`config.mk`:
```
export PLATFORM = sky130hd
export DESIGN_NAME = ex_muldiv
export DESIGN_NICKNAME = d
export VERILOG_FILES = /design/src/rtl/ex_muldiv.sv
export SDC_FILE = /design/constraint.sdc
export NUM_CORES = 1
export LEC_CHECK = 0
export BUFFER_PORTS_ARGS = -buffer_cell sky130_fd_sc_hd__buf_2
export CORE_MARGIN = 2
export CORE_UTILIZATION = 25
export CTS_CLUSTER_DIAMETER = 50
export DETAILED_ROUTE_END_ITERATION = 6
export HOLD_SLACK_MARGIN = 0.06
export PLACE_DENSITY_LB_ADDON = 0.12
export SYNTH_ARGS = -nofsm -noshare
export SYNTH_HDL_FRONTEND = slang
export SYNTH_SLANG_ARGS = --single-unit
```
`constraint.sdc`:
```
create_clock -name clk -period 5.1 [get_ports clk]
set_input_delay 0.255 -clock clk [delete_from_list [all_inputs] [get_ports clk]]
set_output_delay 0.255 -clock clk [all_outputs]
set_load 0.005 [all_outputs]
```
`src/rtl/ex_muldiv.sv`:
```
// ex_muldiv: iterative RV32M multiply/divide unit for the EX stage.
// Shift-add multiply and restoring divide, one bit per cycle; divide-by-zero
// and signed overflow complete in a single cycle. Optional build macro
// MULDIV_FAST_MUL_EN replaces the iterative multiply with a single-cycle
// combinational multiplier (IDLE -> FIX -> DONE).
module ex_muldiv (
  input  logic        clk,
  input  logic        rst,
  input  logic        start,
  input  logic [2:0]  op,
  input  logic [31:0] src1,
  input  logic [31:0] src2,
  input  logic        flush,
  input  logic        hold,
  output logic        stall_req,
  output logic [31:0] result,
  output logic        result_valid
);

  typedef enum logic [2:0] {S_IDLE, S_MUL, S_DIV, S_FIX, S_DONE} state_t;

  state_t      r_state;
  state_t      w_next;
  logic [2:0]  r_op;
  logic        r_s1;
  logic        r_s2;
  logic [31:0] r_b;        // multiplicand or divisor magnitude
  logic [63:0] r_acc;      // {hi, multiplier} or {rem, quot}
  logic [5:0]  r_cnt;
  logic [31:0] r_result;
  logic        r_valid;

  // Capture-cycle decode
  logic        w_accept;
  logic        w_sgn1_en;
  logic        w_sgn2_en;
  logic        w_s1;
  logic        w_s2;
  logic [31:0] w_abs1;
  logic [31:0] w_abs2;
  logic        w_div0;
  logic        w_ovf;
  logic        w_special;
  logic [31:0] w_special_res;

  assign w_accept      = (r_state == S_IDLE) && start && !flush;
  assign w_sgn1_en     = !(op == 3'd3) && !(op[2] && op[0]);
  assign w_sgn2_en     = w_sgn1_en && (op != 3'd2);
  assign w_s1          = src1[31] & w_sgn1_en;
  assign w_s2          = src2[31] & w_sgn2_en;
  assign w_abs1        = w_s1 ? -src1 : src1;
  assign w_abs2        = w_s2 ? -src2 : src2;
  assign w_div0        = (src2 == '0);
  assign w_ovf         = op[2] && !op[0] && (src1 == 32'h8000_0000) && (src2 == '1);
  assign w_special     = op[2] && (w_div0 || w_ovf);
  assign w_special_res = w_div0 ? (op[1] ? src1 : '1) : (op[1] ? '0 : 32'h8000_0000);

`ifdef MULDIV_FAST_MUL_EN
  logic [63:0] w_fast_prod;
  assign w_fast_prod = {32'b0, w_abs1} * {32'b0, w_abs2};
`endif

  // One shift-add multiply step: add into the upper half, shift right
  logic [32:0] w_mul_sum;
  logic [63:0] w_mul_nxt;
  assign w_mul_sum = {1'b0, r_acc[63:32]} + (r_acc[0] ? {1'b0, r_b} : 33'd0);
  assign w_mul_nxt = {w_mul_sum, r_acc[31:1]};

  // One restoring divide step: shifted remainder is 33 bits wide
  logic [32:0] w_rem_sh;
  logic        w_keep;
  logic [31:0] w_diff;
  logic [63:0] w_div_nxt;
  assign w_rem_sh  = r_acc[63:31];
  assign w_keep    = (w_rem_sh >= {1'b0, r_b});
  assign w_diff    = w_rem_sh[31:0] - r_b;
  assign w_div_nxt = w_keep ? {w_diff, r_acc[30:0], 1'b1} : {r_acc[62:0], 1'b0};

  // Sign correction and result select
  logic        w_neg;
  logic [63:0] w_prod;
  logic [31:0] w_divsel;
  logic [31:0] w_divres;
  logic [31:0] w_fix_res;
  assign w_neg     = (r_op[2] && r_op[1]) ? r_s1 : (r_s1 ^ r_s2);
  assign w_prod    = w_neg ? -r_acc : r_acc;
  assign w_divsel  = r_op[1] ? r_acc[63:32] : r_acc[31:0];
  assign w_divres  = w_neg ? -w_divsel : w_divsel;
  assign w_fix_res = r_op[2] ? w_divres : ((r_op == 3'd0) ? w_prod[31:0] : w_prod[63:32]);

  // State register
  always_ff @(posedge clk) begin
    if (rst) r_state <= S_IDLE;
    else     r_state <= w_next;
  end

  // Next-state logic; flush overrides every transition
  always_comb begin
    w_next = r_state;
    case (r_state)
      S_IDLE: begin
        if (w_accept) begin
          if (op[2])
            w_next = w_special ? S_DONE : S_DIV;
          else
`ifdef MULDIV_FAST_MUL_EN
            w_next = S_FIX;
`else
            w_next = S_MUL;
`endif
        end
      end
      S_MUL:   if (r_cnt == 6'd31) w_next = S_FIX;
      S_DIV:   if (r_cnt == 6'd31) w_next = S_FIX;
      S_FIX:   w_next = S_DONE;
      S_DONE:  if (!hold) w_next = S_IDLE;
      default: w_next = S_IDLE;
    endcase
    if (flush) w_next = S_IDLE;
  end

  // Stall output: busy states, plus the accepting IDLE cycle
  always_comb begin
    stall_req = 1'b0;
    case (r_state)
      S_IDLE:                stall_req = start && !flush;
      S_MUL, S_DIV, S_FIX:   stall_req = 1'b1;
      default:               stall_req = 1'b0;
    endcase
  end

  // Datapath: operand capture, iteration, and result registration
  always_ff @(posedge clk) begin
    if (rst) begin
      r_op     <= '0;
      r_s1     <= 1'b0;
      r_s2     <= 1'b0;
      r_b      <= '0;
      r_acc    <= '0;
      r_cnt    <= '0;
      r_result <= '0;
    end else begin
      case (r_state)
        S_IDLE: begin
          if (w_accept) begin
            r_op  <= op;
            r_s1  <= w_s1;
            r_s2  <= w_s2;
            r_b   <= w_abs2;
            r_cnt <= '0;
`ifdef MULDIV_FAST_MUL_EN
            r_acc <= op[2] ? {32'b0, w_abs1} : w_fast_prod;
`else
            r_acc <= {32'b0, w_abs1};
`endif
            if (w_special) r_result <= w_special_res;
          end
        end
        S_MUL: begin
          r_acc <= w_mul_nxt;
          r_cnt <= r_cnt + 6'd1;
        end
        S_DIV: begin
          r_acc <= w_div_nxt;
          r_cnt <= r_cnt + 6'd1;
        end
        S_FIX:   r_result <= w_fix_res;
        default: ;
      endcase
    end
  end

  // Registered valid, high exactly while in DONE
  always_ff @(posedge clk) begin
    if (rst) r_valid <= 1'b0;
    else     r_valid <= (w_next == S_DONE);
  end

  assign result       = r_result;
  assign result_valid = r_valid;

endmodule

```
## Yosys cells after proc, flatten, opt, wreduce, memory -nomap -nowiden

Cells that the tools add are included.

- Reduce and logical (&&, ||, !) cells: 28
- Bitwise gates (word level): 3
- Eq/ne operators: 12
- Magnitude comparators: 1
- Add/subtract/negate cells: 7
- Muxes and demuxes: 28

Operators by type and width:

| operator | number |
|---|---|
| two-way mux 32 bit | 12 |
| two-way mux 64 bit | 3 |
| case mux 64 bit (3 select lines) | 1 |
| negation 32 bit | 3 |
| == test 32 bit, second input constant | 2 |
| negation 64 bit | 1 |
| case mux 32 bit (2 select lines) | 1 |
| adder 32 x 32 -> 33 bit | 1 |
| greater-or-equal comparator 33 x 32 -> 1 bit | 1 |
| logical NOT 32 bit | 1 |
| subtractor 32 bit | 1 |
| two-way mux 3 bit | 6 |
| case mux 3 bit (4 select lines) | 1 |
| case mux 6 bit (2 select lines) | 1 |
| logical AND 1 bit | 11 |
| == test 3 x 2 -> 1 bit, second input constant | 3 |
| adder 6 x 1 -> 6 bit, second input constant | 1 |
| == test 3 bit, second input constant | 2 |
| == test 6 x 5 -> 1 bit, second input constant | 1 |
| logical NOT 3 bit | 2 |
| two-way mux 6 bit | 1 |
| AND reduction 2 bit | 3 |
| logical NOT 1 bit | 4 |
| inequality test 2 bit, second input constant | 2 |
| other kinds (12) | 14 |

- Bits of input ports: 72
- Output and inout bits: 34
- Logic and storage cells: 88
- Flip-flop bits (word level): 143

## Longest topological paths before layout

Gate-level depths: netlist of run 1.

- Depth after elaboration: 12
- Gate-level depth with buffers: 15
- Depth with buffers taken out: 13

## Worst setup path after synthesis of run 1

OpenSTA, ideal clock, no wires.

- Kind: reg-to-reg
- From: register r_op[1]
- To: register r_result[28], in the netlist result[28]
- Buffers on the path: 5
- Library setup time: 134 ps
- Arrival time: 3610 ps
- Data required time: 4966 ps
- Slack: 1356 ps
- Clock period less this slack: 3744 ps
- Cell stages (with the launch flop): 16
- Path through: dfxtp_1 -> buf_2 -> buf_2 -> buf_2 -> buf_2 -> buf_1 -> mux2i_1 -> ha_1 -> o221ai_1 -> nor2_1 -> nand3_1 -> nor3_1 -> a31oi_1 -> xnor2_1 -> a221oi_1 -> a211oi_2

- Cells in the longest elaborated chain, start to end: 6
- Elaborated cells on any way between the ends: 10
- Those cells by class: 1 x add/sub; 7 x mux; 2 x reduce/logical

RTL lines:

| what | line | RTL |
|---|---|---|
| start, declared | 24 | `logic [2:0] r_op;` |
| start signal, assigned | 146 | `r_op <= op;` |
| branches (longest 4 deep; another with negation 32 bit) | -- |  |
| two-way mux 32 bit (*) | 89 | `assign w_fix_res = r_op[2] ? w_divres : ((r_op == 3'd0) ? w_prod[31:0] : w_prod[63:32]);` |
| case mux 32 bit (2 select lines) (*) | 143 | `case (r_state)` |
| end signal, assigned | 156 | `if (w_special) r_result <= w_special_res;` |
| end signal, assigned | 167 | `S_FIX: r_result <= w_fix_res;` |
| end, declared | 30 | `logic [31:0] r_result;` |

Every way passes the cells marked *.
A chain may end at the register's enable or synchronous reset.

## Worst setup path after layout of run 1

- From: register r_acc[0]
- To: register r_acc[52]

- Cells in the longest elaborated chain, start to end: 3

RTL lines:

| what | line | RTL |
|---|---|---|
| start, declared | 28 | `logic [63:0] r_acc;` |
| start signal, assigned | 154 | `r_acc <= {32'b0, w_abs1};` |
| start signal, assigned | 160 | `r_acc <= w_mul_nxt;` |
| start signal, assigned | 164 | `r_acc <= w_div_nxt;` |
| two-way mux 32 bit | 66 | `assign w_mul_sum = {1'b0, r_acc[63:32]} + (r_acc[0] ? {1'b0, r_b} : 33'd0);` |
| adder 32 x 32 -> 33 bit | 66 |  |
| case mux 64 bit (3 select lines) | 143 |  |

No other way between the ends.

==> metrics, run 1 <==
pre-CTS setup slack=roughly 1.2 ns; ys flop type=dfxtp_1; Final Worst Setup Slack=~0.96 ns; drt first-iter violations=between 1000 and 1500; Worst Setup SP=r_acc[0]$_SDFFE_PP0P_; Detail Route Antenna Nets=0; Detailed Route WL=around 65 mm; status=finished clean; CTS tree=built; Worst R2R End=r_acc[52]$_SDFFE_PP0P_; # fillers=approximately 6400; CORE AREA=roughly 0.058 mm^2; Die Area=roughly 0.06 mm^2; RR Startpoint=r_acc[0]$_SDFFE_PP0P_; register area share after synthesis=approximately a fifth; clock root buffer=clkbuf_16; DRC Markers=0; hold path depth=4; cell count after placement=around 2800; initial core utilization=25.3%; max_slew headroom=between 30% and 40%; layout cells sized above 1=between 10% and 20%; Avg WL per Cell=around 23 um; slew at the pin closest to its max-slew limit=between 1 and 1.5 ns; final net count=around 2200; IO buf count=~110; total power divided by cell area=roughly 260 mW/mm^2; Area Overhead vs Synth=12.9%; placement-stage cell area=approximately 0.016 mm^2; Peak Freq=about 240 MHz; clk buf depth=2; Synth Cell Area=between 0.01 and 0.015 mm^2; post-synthesis register bit count=143; CP Data Arrival Time=between 4 and 5 ns; Post-Syn Instances=about 2000; maximum VDD drop=about 0.19 mV; Setup TNS=0 ns; Clock Latency Late Sink=0.50 ns; DP Wirelength=~49 mm; final setup fails=0; worst-path fanout max=20; maxcap violations=0; final cell count without fillers=2840; most frequent cells in the layout=nor2_1, o21ai_0, a21oi_1; CTS H-tree lvls=4; routability cong.=between 0.8 and 0.9; part of the cycle the worst path needs=approximately four fifths; vias in the first global route=15300; gr usage total=21.5%; post-synthesis net count=approximately 2200; Die X=245 um; Distinct cells, synth=84; cts repair resizes=0; clk sinks=roughly 140; critical path startpoint category=register; FP Rows=approximately 90; Slew Viols, Final=0; number of synthesized flops with an enable pin=0; worst setup slack for register-to-register paths=0.96 ns; HP Start=flush; Critical Path RT=approximately 5.5 ns; grt ovf=0; Min Clock Period, post-route=between 4 and 5 ns; DR vias=approximately 16000; Via-to-Cell Ratio=roughly 5.6; Setup CP Type=register to register; global-route wire length before repair=98.2 mm; clock transition at the registers of the reported paths=about 0.080 ns; crit end category=register; CTS buffer count=17; Avg Inst Size Synth=between 7 and 8 um^2; largest net degree at the start of global routing=a little over 60; skew final=0.0178 ns; Design Area, Final=0.0164 mm^2; R2R cell count=12; initial antenna violation count=0; first drt pass iteration count=7; I/O pin count=roughly 110; Setup Fix Bufs, Post-CTS=0; most common cell after layout, fill and taps aside=nor2_1; Die H=between 200 and 250 um; Setup crit end=r_acc[52]$_SDFFE_PP0P_; leakage=slightly above 0.006 uW; RSZ-0062 raised after global routing=no; Async S/R FF share, synth=0%; Final Hold Vio Count=0; Worst Hold Class=input port to register; Warnings, synthesis=0; ant diodes=0
-- layout make-up --
cell class	count	area, um^2	area share [%]
Clock buffer	21	470	2.86
Clock inverter	9	183	1.11
Inverter	72	270	1.65
Multi-Input combinational cell	1675	10700	65.4
Sequential cell	143	2860	17.4
Tap cell	765	957	5.83
Timing Repair Buffer	155	931	5.67
-- how the worst min path moves through the flow --
stage	endpoint	slack [ns]
2_1_floorplan	r_b[0]$_SDFFE_PP0P_	0.39
3_3_place_gp	r_b[31]$_SDFFE_PP0P_	0.45
3_5_place_dp	result[27]$_SDFFE_PP0P_	0.45
4_1_cts	r_state[1]$_SDFF_PP0_	0.07
5_1_grt	r_state[1]$_SDFF_PP0_	0.11
6_report	result_valid$_SDFF_PP0_	0.10
-- per-stage QoR --
stage / hold WS, ns / utilization (%) / power, uW
final: 0.102 / 28.5 / 4320
after detailed placement: 0.449 / 27.3 / 2820
after global routing: 0.107 / 28.5 / 4550
after global placement: 0.450 / 27.3 / 2830
after CTS: 0.0659 / 28.5 / 4360
after floorplan: 0.391 / - / 2320
-- critical path: stages, from the launching register on --
cell and delay [ns]:
dfxtp_1 0.42, inv_1 0.64, nor2_1 0.12, ha_1 0.38, o21ai_0 0.17, nand2b_1 0.11, a41oi_1 0.22, nand3_1 0.23
o21ai_0 0.81, o21bai_1 0.10, a21boi_0 0.43, nand3_1 0.14, a211oi_1 0.27
-- logic make-up (layout without fill, tap and decap cells) --
logic type | after synthesis | count (layout) | share of synthesized area (%)
buffers and inverters | 240 | 257 | 6.59
adder cells (fa/ha/maj) | 72 | 72 | 6.30
AO/OA/AOI/OAI | 718 | 718 | 31.6
multiplexers | 51 | 51 | 3.63
flip-flops | 143 | 143 | 19.7
AND/OR/NAND/NOR | 646 | 646 | 20.8
XOR/XNOR | 188 | 188 | 11.3
-- cells in the mapped netlist (6+ instances only) --
cell / instances / share of area [%]
o211ai_1: 34 / 1.8
o31ai_1: 34 / 1.8
and3_1: 9 / 0.39
nor4_1: 22 / 0.95
buf_2: 11 / 0.38
o21a_1: 7 / 0.36
mux2_2: 14 / 1.1
a31oi_1: 36 / 1.5
nand4_1: 29 / 1.2
a211oi_1: 46 / 2.4
o21ai_0: 203 / 7.0
a22oi_1: 17 / 0.88
ha_1: 70 / 6.0
nor3_1: 61 / 2.1
a221oi_1: 38 / 2.3
nand2_1: 154 / 4.0
xor2_1: 92 / 5.5
nor2b_1: 8 / 0.34
a21oi_1: 176 / 6.1
nand3_1: 38 / 1.3
o41ai_1: 14 / 0.84
nor2_1: 233 / 6.0
a41oi_1: 8 / 0.48
or2_2: 10 / 0.43
xnor2_1: 96 / 5.8
clkbuf_1: 138 / 3.6
o2111ai_1: 8 / 0.48
nand2b_1: 15 / 0.65
or4_1: 9 / 0.46
or3_1: 16 / 0.69
o211a_1: 6 / 0.41
a21boi_0: 6 / 0.31
nor3b_1: 10 / 0.52
buf_1: 9 / 0.23
mux2i_1: 37 / 2.5
and2_1: 13 / 0.56
inv_1: 71 / 1.8
a21o_1: 19 / 0.98
dfxtp_1: 143 / 20
-- flip-flops by register name, indices dropped and copies added (netlist names) --
register      cells
result_valid      1
r_s1              1
r_state           3
r_acc            64
r_b              32
result           32
r_op              3
r_cnt             6
r_s2              1
-- per-layer routing --
layer  share of wire, %  wire length (um)  global-route usage (%)  vias to the layer above
li1                   -                 -                       -                     7556
met1                 46             30300                    29.1                     7709
met2                 45             29500                    33.9                      501
met3                5.0              3270                    3.14                      106
met4                3.5              2300                    9.00                        0
met5                  0                 0                       0                        -
-- what timing repair did --
action / CTS / global route
hold buffers: 6 / 0
endpoints found under the hold margin: 7 / 0
setup endpoints to repair: 0 / 0
-- where the power goes --
part	switching (uW)	leakage, uW	internal (uW)	total [uW]
clock	584	0.000311	902	1490
combinational	949	0.00463	560	1510
sequential	142	0.00117	1180	1320
Power figures use the tool's default switching activity.
==> run 2, diff against run 1 <==
==> constraint.sdc (replaced) <==
create_clock -name clk -period 3.8 [get_ports clk]
set_input_delay 0.19 -clock clk [delete_from_list [all_inputs] [get_ports clk]]
set_output_delay 0.19 -clock clk [all_outputs]
set_load 0.005 [all_outputs]
==> run 2 against run 1 <==
Compared with the run above:
- die area unchanged
- worst hold slack worse by 0.012 ns
- largest power group unchanged
- power grew 32%
- setup slack worse by 0.77 ns
- highest routed layer unchanged
- critical path type unchanged
==> metrics, run 2 (synthesized netlist as in run 1, its figures left out) <==
status=finished clean; Design Area, Final=0.0172 mm^2 (+4.8%); Detailed Route WL=67.8 mm (+3.7%); crit-path most repeated cell=nand3_1; skew final=0.0150 ns (-0.00283 ns); maximum VDD drop=0.211 mV (+9.0%); most common cell after layout, fill and taps aside=nor2_1; Die H=245 um (unchanged); WP buf/inv=2 (+1); CP Cell Sequence=inv_1 -> buf_4 -> nor2_1 -> ha_1 -> a21o_1 -> a41oi_1 -> nand3_1 -> o2111ai_1 -> o211ai_1 -> a211oi_2 -> nand3_1 -> a31oi_1; Sw Share=40.1% (+1.2 points); Avg WL per Cell=23.0 um (about the same); RR Startpoint=r_acc[0]$_SDFFE_PP0P_; max FFs per register=64 (unchanged); grt ovf=0 (unchanged); most flop-heavy register=r_acc; delay-heaviest family, CP=compound AO/OA/AOI/OAI gates; I/O pin count=106 (unchanged); Final Hold Vio Count=0 (unchanged); initial core utilization=25.3% (unchanged); Via-to-Cell Ratio=5.54 (-0.92%); Die Area=0.0601 mm^2 (unchanged); CTS tree=built; # fillers=6338 (-1.3%); final net count=2308 (+4.5%); Hold Slack=0.0898 ns (-0.0119 ns); Setup Fix Bufs, Post-CTS=0 (unchanged); IO buf count=105 (unchanged); hold path depth=4 (unchanged); Peak Freq=277 MHz (+15%); clock root buffer=clkbuf_16; total power divided by cell area=332 mW/mm^2 (+26%); part of the cycle the worst path needs=94.9% (+14 points); HP Start=src1[24]; Worst Hold Endpoint=r_acc[24]$_SDFFE_PP0P_; max_slew headroom=36.1% (+5.6 points); CTS buffer count=17 (unchanged); critical path startpoint category=register; first drt pass iteration count=6 (-1); worst stage delay on the critical path=0.51 ns (-0.30 ns); initial antenna violation count=1 (+1); Worst R2R End=r_acc[60]$_SDFFE_PP0P_; crit end category=register; placement-stage cell area=0.0164 mm^2 (+4.2%); routability cong.=0.907 (+1.4%); clk sinks=143 (unchanged); power share of the combinational group=39.4% (+4.4 points); CORE AREA=0.0576 mm^2 (unchanged); DP Wirelength=51.9 mm (+5.8%); Slew Viols, Final=0 (unchanged); CTS H-tree lvls=4 (unchanged); Area Overhead vs Synth=18.4%; Die X=245 um (unchanged); Power Internal=3430 uW (+30%); Worst Hold Class=input port to register; DR vias=16300 (+2.7%); largest net degree at the start of global routing=61 (unchanged); proportion of power drawn by the clock network=30.9% (-3.5 points); leakage=0.00658 uW (+7.7%); worst-path fanout max=9 (-55%); Final Worst Setup Slack=0.194 ns (-0.766 ns); final setup fails=0 (unchanged); FP Rows=88 (unchanged); global-route wire length before repair=101 mm (+3.1%); Min Clock Period, post-route=3.61 ns (-0.534 ns); Setup CP Type=register to register; maxcap violations=0 (unchanged); most frequent cells in the layout=nor2_1, o21ai_0, a21oi_1; net switching power=2290 uW (+37%); clk buf depth=2 (unchanged); vias in the first global route=15800 (+3.6%); Critical Path RT=4.22 ns (-1.28 ns); Setup TNS=0 ns (unchanged); RSZ-0062 raised after global routing=no; slew at the pin closest to its max-slew limit=0.956 ns (-0.0849 ns); Critical-path top delay cell=dfxtp_1; Clock Latency Late Sink=0.50 ns (about the same); Detail Route Antenna Nets=0 (unchanged); gr usage total=22.4% (+0.86 points); layout cells sized above 1=14.7% (+3.6 points); CP Data Arrival Time=4.03 ns (-0.51 ns); DRC Markers=0 (unchanged); Seq pwr share=29.7% (-0.9 points); clock transition at the registers of the reported paths=0.07 ns (about the same); worst setup slack for register-to-register paths=0.19 ns (-0.77 ns); pre-CTS setup slack=0.00908 ns (-1.15 ns); drt first-iter violations=1295 (unchanged); R2R cell count=12 (unchanged)
==> run 2: per-layer routing <==
| layer | routed length (um) | part of all wire (%) | up-vias | GRT usage [%] |
|---|---|---|---|---|
| li1 | - | - | 7772 | - |
| met1 | 31500 | 47 | 7898 | 30.4 |
| met3 | 3750 | 5.5 | 96 | 3.59 |
| met5 | 0 | 0 | - | 0 |
| met2 | 30300 | 45 | 530 | 35.1 |
| met4 | 2140 | 3.2 | 0 | 8.79 |
==> run 2: worst max path at each step <==
stage,start,endpoint,slack (ns),cells past startpoint
finish,r_acc[0]$_SDFFE_PP0P_,r_acc[60]$_SDFFE_PP0P_,0.19,12
global route,r_acc[0]$_SDFFE_PP0P_,r_acc[60]$_SDFFE_PP0P_,0.03,12
CTS,r_acc[0]$_SDFFE_PP0P_,r_acc[60]$_SDFFE_PP0P_,0.18,12
detailed placement,r_acc[0]$_SDFFE_PP0P_,r_acc[62]$_SDFFE_PP0P_,0.009,12
global placement,r_acc[0]$_SDFFE_PP0P_,r_acc[62]$_SDFFE_PP0P_,-0.01,12
floorplan,r_op[1]$_SDFFE_PP0P_,result[28]$_SDFFE_PP0P_,0.06,15
==> run 2: tightest hold or removal path: cells and delay by family <==
kind                   cells  cell delay, ns
XOR/XNOR                   1            0.09
AND/OR/NAND/NOR            1            0.06
AO/OA/AOI/OAI              1            0.05
buffers and inverters      1            0.15
==> run 2: layout make-up <==
cell class | count | area (um^2) | share of cell area, %
sequential | 143 | 2860 | 16.6
clock buffer | 23 | 498 | 2.89
clock inverter | 9 | 81.3 | 0.472
antenna | 1 | 2.50 | 0.0145
tap | 765 | 957 | 5.56
inverter | 72 | 270 | 1.57
timing repair buffer | 255 | 1760 | 10.2
multi-input combinational | 1675 | 10800 | 62.6
==> run 2: per-stage QoR <==
stage	power (uW)	utilization [%]	cells
6_report	5720	29.9	2943
5_1_grt	6030	29.9	2942
4_1_cts	5740	29.9	2942
3_5_place_dp	3930	28.4	2886
3_3_place_gp	3940	28.4	2886
2_1_floorplan	3120	-	2058
==> run 2: timing repair <==
| action | 4_1_cts | 5_1_grt |
|---|---|---|
| endpoints found under the setup margin | 1 | 5 |
| resized for setup | 1 | 5 |
| hold buffers | 24 | 0 |
| endpoints found under the hold margin | 24 | 0 |
==> run 2: power by group through the flow <==
stage	Combinational (uW)	Sequential, uW	Clock, uW
after floorplan	1450	1660	0
after global placement	2210	1730	0
after detailed placement	2200	1730	0
after CTS	2230	1700	1820
after global routing	2460	1710	1860
final	2250	1700	1770
==> run 3, diff against run 2 <==
--- a/config.mk
+++ b/config.mk
@@ -11,7 +11,7 @@
 export CTS_CLUSTER_DIAMETER = 50
 export DETAILED_ROUTE_END_ITERATION = 6
 export HOLD_SLACK_MARGIN = 0.06
-export PLACE_DENSITY_LB_ADDON = 0.12
+export PLACE_DENSITY = 0.41
 export SYNTH_ARGS = -nofsm -noshare
 export SYNTH_HDL_FRONTEND = slang
 export SYNTH_SLANG_ARGS = --single-unit
==> run 3 against run 2 <==
Compared with the run above:
- sequential share of layout area barely moved
- core utilization fell by 0.072 points
- fmax rose by 3.3%
- clock skew rose by 0.0014 ns
- global-route usage fell by 0.52 points
- power rose by 0.84%
- final area fell by 0.24%
- largest cell class unchanged
- wire length fell by 2.7%
- non-clock buffer count fell by 13
- critical path depth rose by 1
==> metrics, run 3 (synthesized netlist as in run 1, its figures left out) <==
I/O pin count=106 (unchanged); CTS buffer count=17 (unchanged); Peak Freq=287 MHz (+3.3%); most frequent cells in the layout=nor2_1, o21ai_0, a21oi_1; Clock Latency Late Sink=0.51 ns (about the same); vias in the first global route=15600 (-1.6%); ant diodes=0 (-1); layout cells sized above 1=13.6% (-1.2 points); maximum VDD drop=0.263 mV (+25%); multi-input logic area=0.0108 mm^2 (about the same); max_slew headroom=27.5% (-8.7 points); initial antenna violation count=0 (-1); total power divided by cell area=336 mW/mm^2 (+1.1%); worst-path fanout max=6 (-3); placement-stage cell area=0.0162 mm^2 (-0.78%); CORE AREA=0.0576 mm^2 (unchanged); CTS H-tree lvls=4 (unchanged); maxcap violations=0 (unchanged); clock transition at the registers of the reported paths=0.07 ns (about the same); Design Power=5760 uW (+0.84%); DRC Markers=0 (unchanged); status=finished clean; Min Clock Period, post-route=3.49 ns (-0.115 ns); clk buf depth=2 (unchanged); clock root buffer=clkbuf_16; Worst R2R End=r_acc[60]$_SDFFE_PP0P_; Worst Hold Class=input port to register; initial core utilization=25.3% (unchanged); global-route wire length before repair=99.6 mm (-1.5%); Avg WL per Cell=22.5 um (-2.2%); routability cong.=0.906 (about the same); critical path startpoint category=register; final setup fails=0 (unchanged); leakage=0.00652 uW (-0.94%); DP Wirelength=50.2 mm (-3.3%); grt ovf=0 (unchanged); Slew Viols, Final=0 (unchanged); gr usage total=21.8% (-0.52 points); clk sinks=143 (unchanged); Worst Setup SP=r_acc[31]$_SDFFE_PP0P_; IO buf count=105 (unchanged); RSZ-0062 raised after global routing=no; Die Area=0.0601 mm^2 (unchanged); CTS tree=built; Die X=245 um (unchanged); Die H=245 um (unchanged); Setup Fix Bufs, Post-CTS=0 (unchanged); # fillers=6406 (+1.1%); Final Hold Vio Count=0 (unchanged); Setup CP Type=register to register; CP Data Arrival Time=3.87 ns (-0.16 ns); Design Area, Final=0.0172 mm^2 (-0.24%); Via-to-Cell Ratio=5.55 (+0.27%); skew final=0.0164 ns (+0.00144 ns); Hold Slack=0.0993 ns (+0.00945 ns); DR vias=16300 (-0.25%); max FFs per register=64 (unchanged); drt first-iter violations=1207 (-6.8%); RR Startpoint=r_acc[31]$_SDFFE_PP0P_; most flop-heavy register=r_acc; Critical Path RT=4.18 ns (-0.04 ns); first drt pass iteration count=6 (unchanged); Detail Route Antenna Nets=0 (unchanged); most common cell after layout, fill and taps aside=nor2_1; Area Overhead vs Synth=18.1%; Setup TNS=0 ns (unchanged); FP Rows=88 (unchanged); final net count=2295 (-0.56%); part of the cycle the worst path needs=91.9% (-3.0 points); Setup crit end=r_acc[60]$_SDFFE_PP0P_; crit end category=register; worst setup slack for register-to-register paths=0.31 ns (+0.12 ns); Detailed Route WL=65.9 mm (-2.7%); largest net degree at the start of global routing=73 (+20%); R2R cell count=13 (+1); FF+latch area=0.00286 mm^2 (unchanged); slew at the pin closest to its max-slew limit=1.09 ns (+0.131 ns)
-- run 3: changes by cell type in the layout (fill, tap and decap cells not counted), moves of 2 or more --
| cell | previous run | this run |
|---|---|---|
| buf_12 | 4 | 7 |
| clkbuf_8 | 5 | 1 |
| dlygate4sd3_1 | 24 | 33 |
| bufinv_16 | 1 | 3 |
| clkbuf_1 | 1 | 3 |
| buf_4 | 123 | 98 |
-- run 3: worst max-delay path, cell delays in order, from the launching register on --
cell and delay (ns):
dfxtp_1 0.40, inv_1 0.16, ha_1 0.18, inv_1 0.05
fa_1 0.40, a21o_1 0.20, a221oi_1 0.35, nor4_1 0.15
o31a_1 0.36, o211ai_1 0.34, o21ai_0 0.16, xor2_1 0.17
a221oi_1 0.32, a31oi_1 0.13
-- run 3: stage by stage --
step	util (%)	instances	setup slack [ns]
finish	29.8	2928	0.310
global route	29.8	2928	0.0471
CTS	29.8	2928	0.136
detailed placement	28.2	2864	0.188
global placement	28.2	2864	0.287
floorplan	-	2058	0.0557
-- run 3: metal layers --
| layer | part of all wire, % | wire length (um) | GRT usage, % |
|---|---|---|---|
| met2 | 45 | 29600 | 34.6 |
| met4 | 3.1 | 2030 | 7.59 |
| met1 | 46 | 30600 | 29.8 |
| met5 | 0 | 0 | 0 |
| met3 | 5.6 | 3680 | 3.44 |
-- run 3: power breakdown --
part / internal, uW / switching, uW
logic: 853 / 1360
clock network: 1040 / 792
registers: 1580 / 134
-- run 3: timing repair --
action	in CTS	in global routing
resized for setup	0	4
setup endpoints to repair	0	3
endpoints found under the hold margin	33	0
hold buffers	33	0
-- run 3: area by class of cell --
cell class                 count  area share (%)
sequential                   143            16.7
clock buffer                  21            2.62
inverter                      72            1.57
multi-input combinational   1675            62.7
clock inverter                10           0.801
tap                          765            5.57
timing repair buffer         242            10.1
-- run 3: worst min-delay path by stage --
stage,startpoint,end,slack [ns],cells past startpoint
after CTS,src1[16],r_acc[16]$_SDFFE_PP0P_,0.06,4
after floorplan,src2[0],r_b[0]$_SDFFE_PP0P_,0.33,2
after global placement,result[27]$_SDFFE_PP0P_,result[27]$_SDFFE_PP0P_,0.44,2
after global routing,src2[21],r_b[21]$_SDFFE_PP0P_,0.11,3
final,src2[2],r_b[2]$_SDFFE_PP0P_,0.1,3
after detailed placement,result[27]$_SDFFE_PP0P_,result[27]$_SDFFE_PP0P_,0.44,2
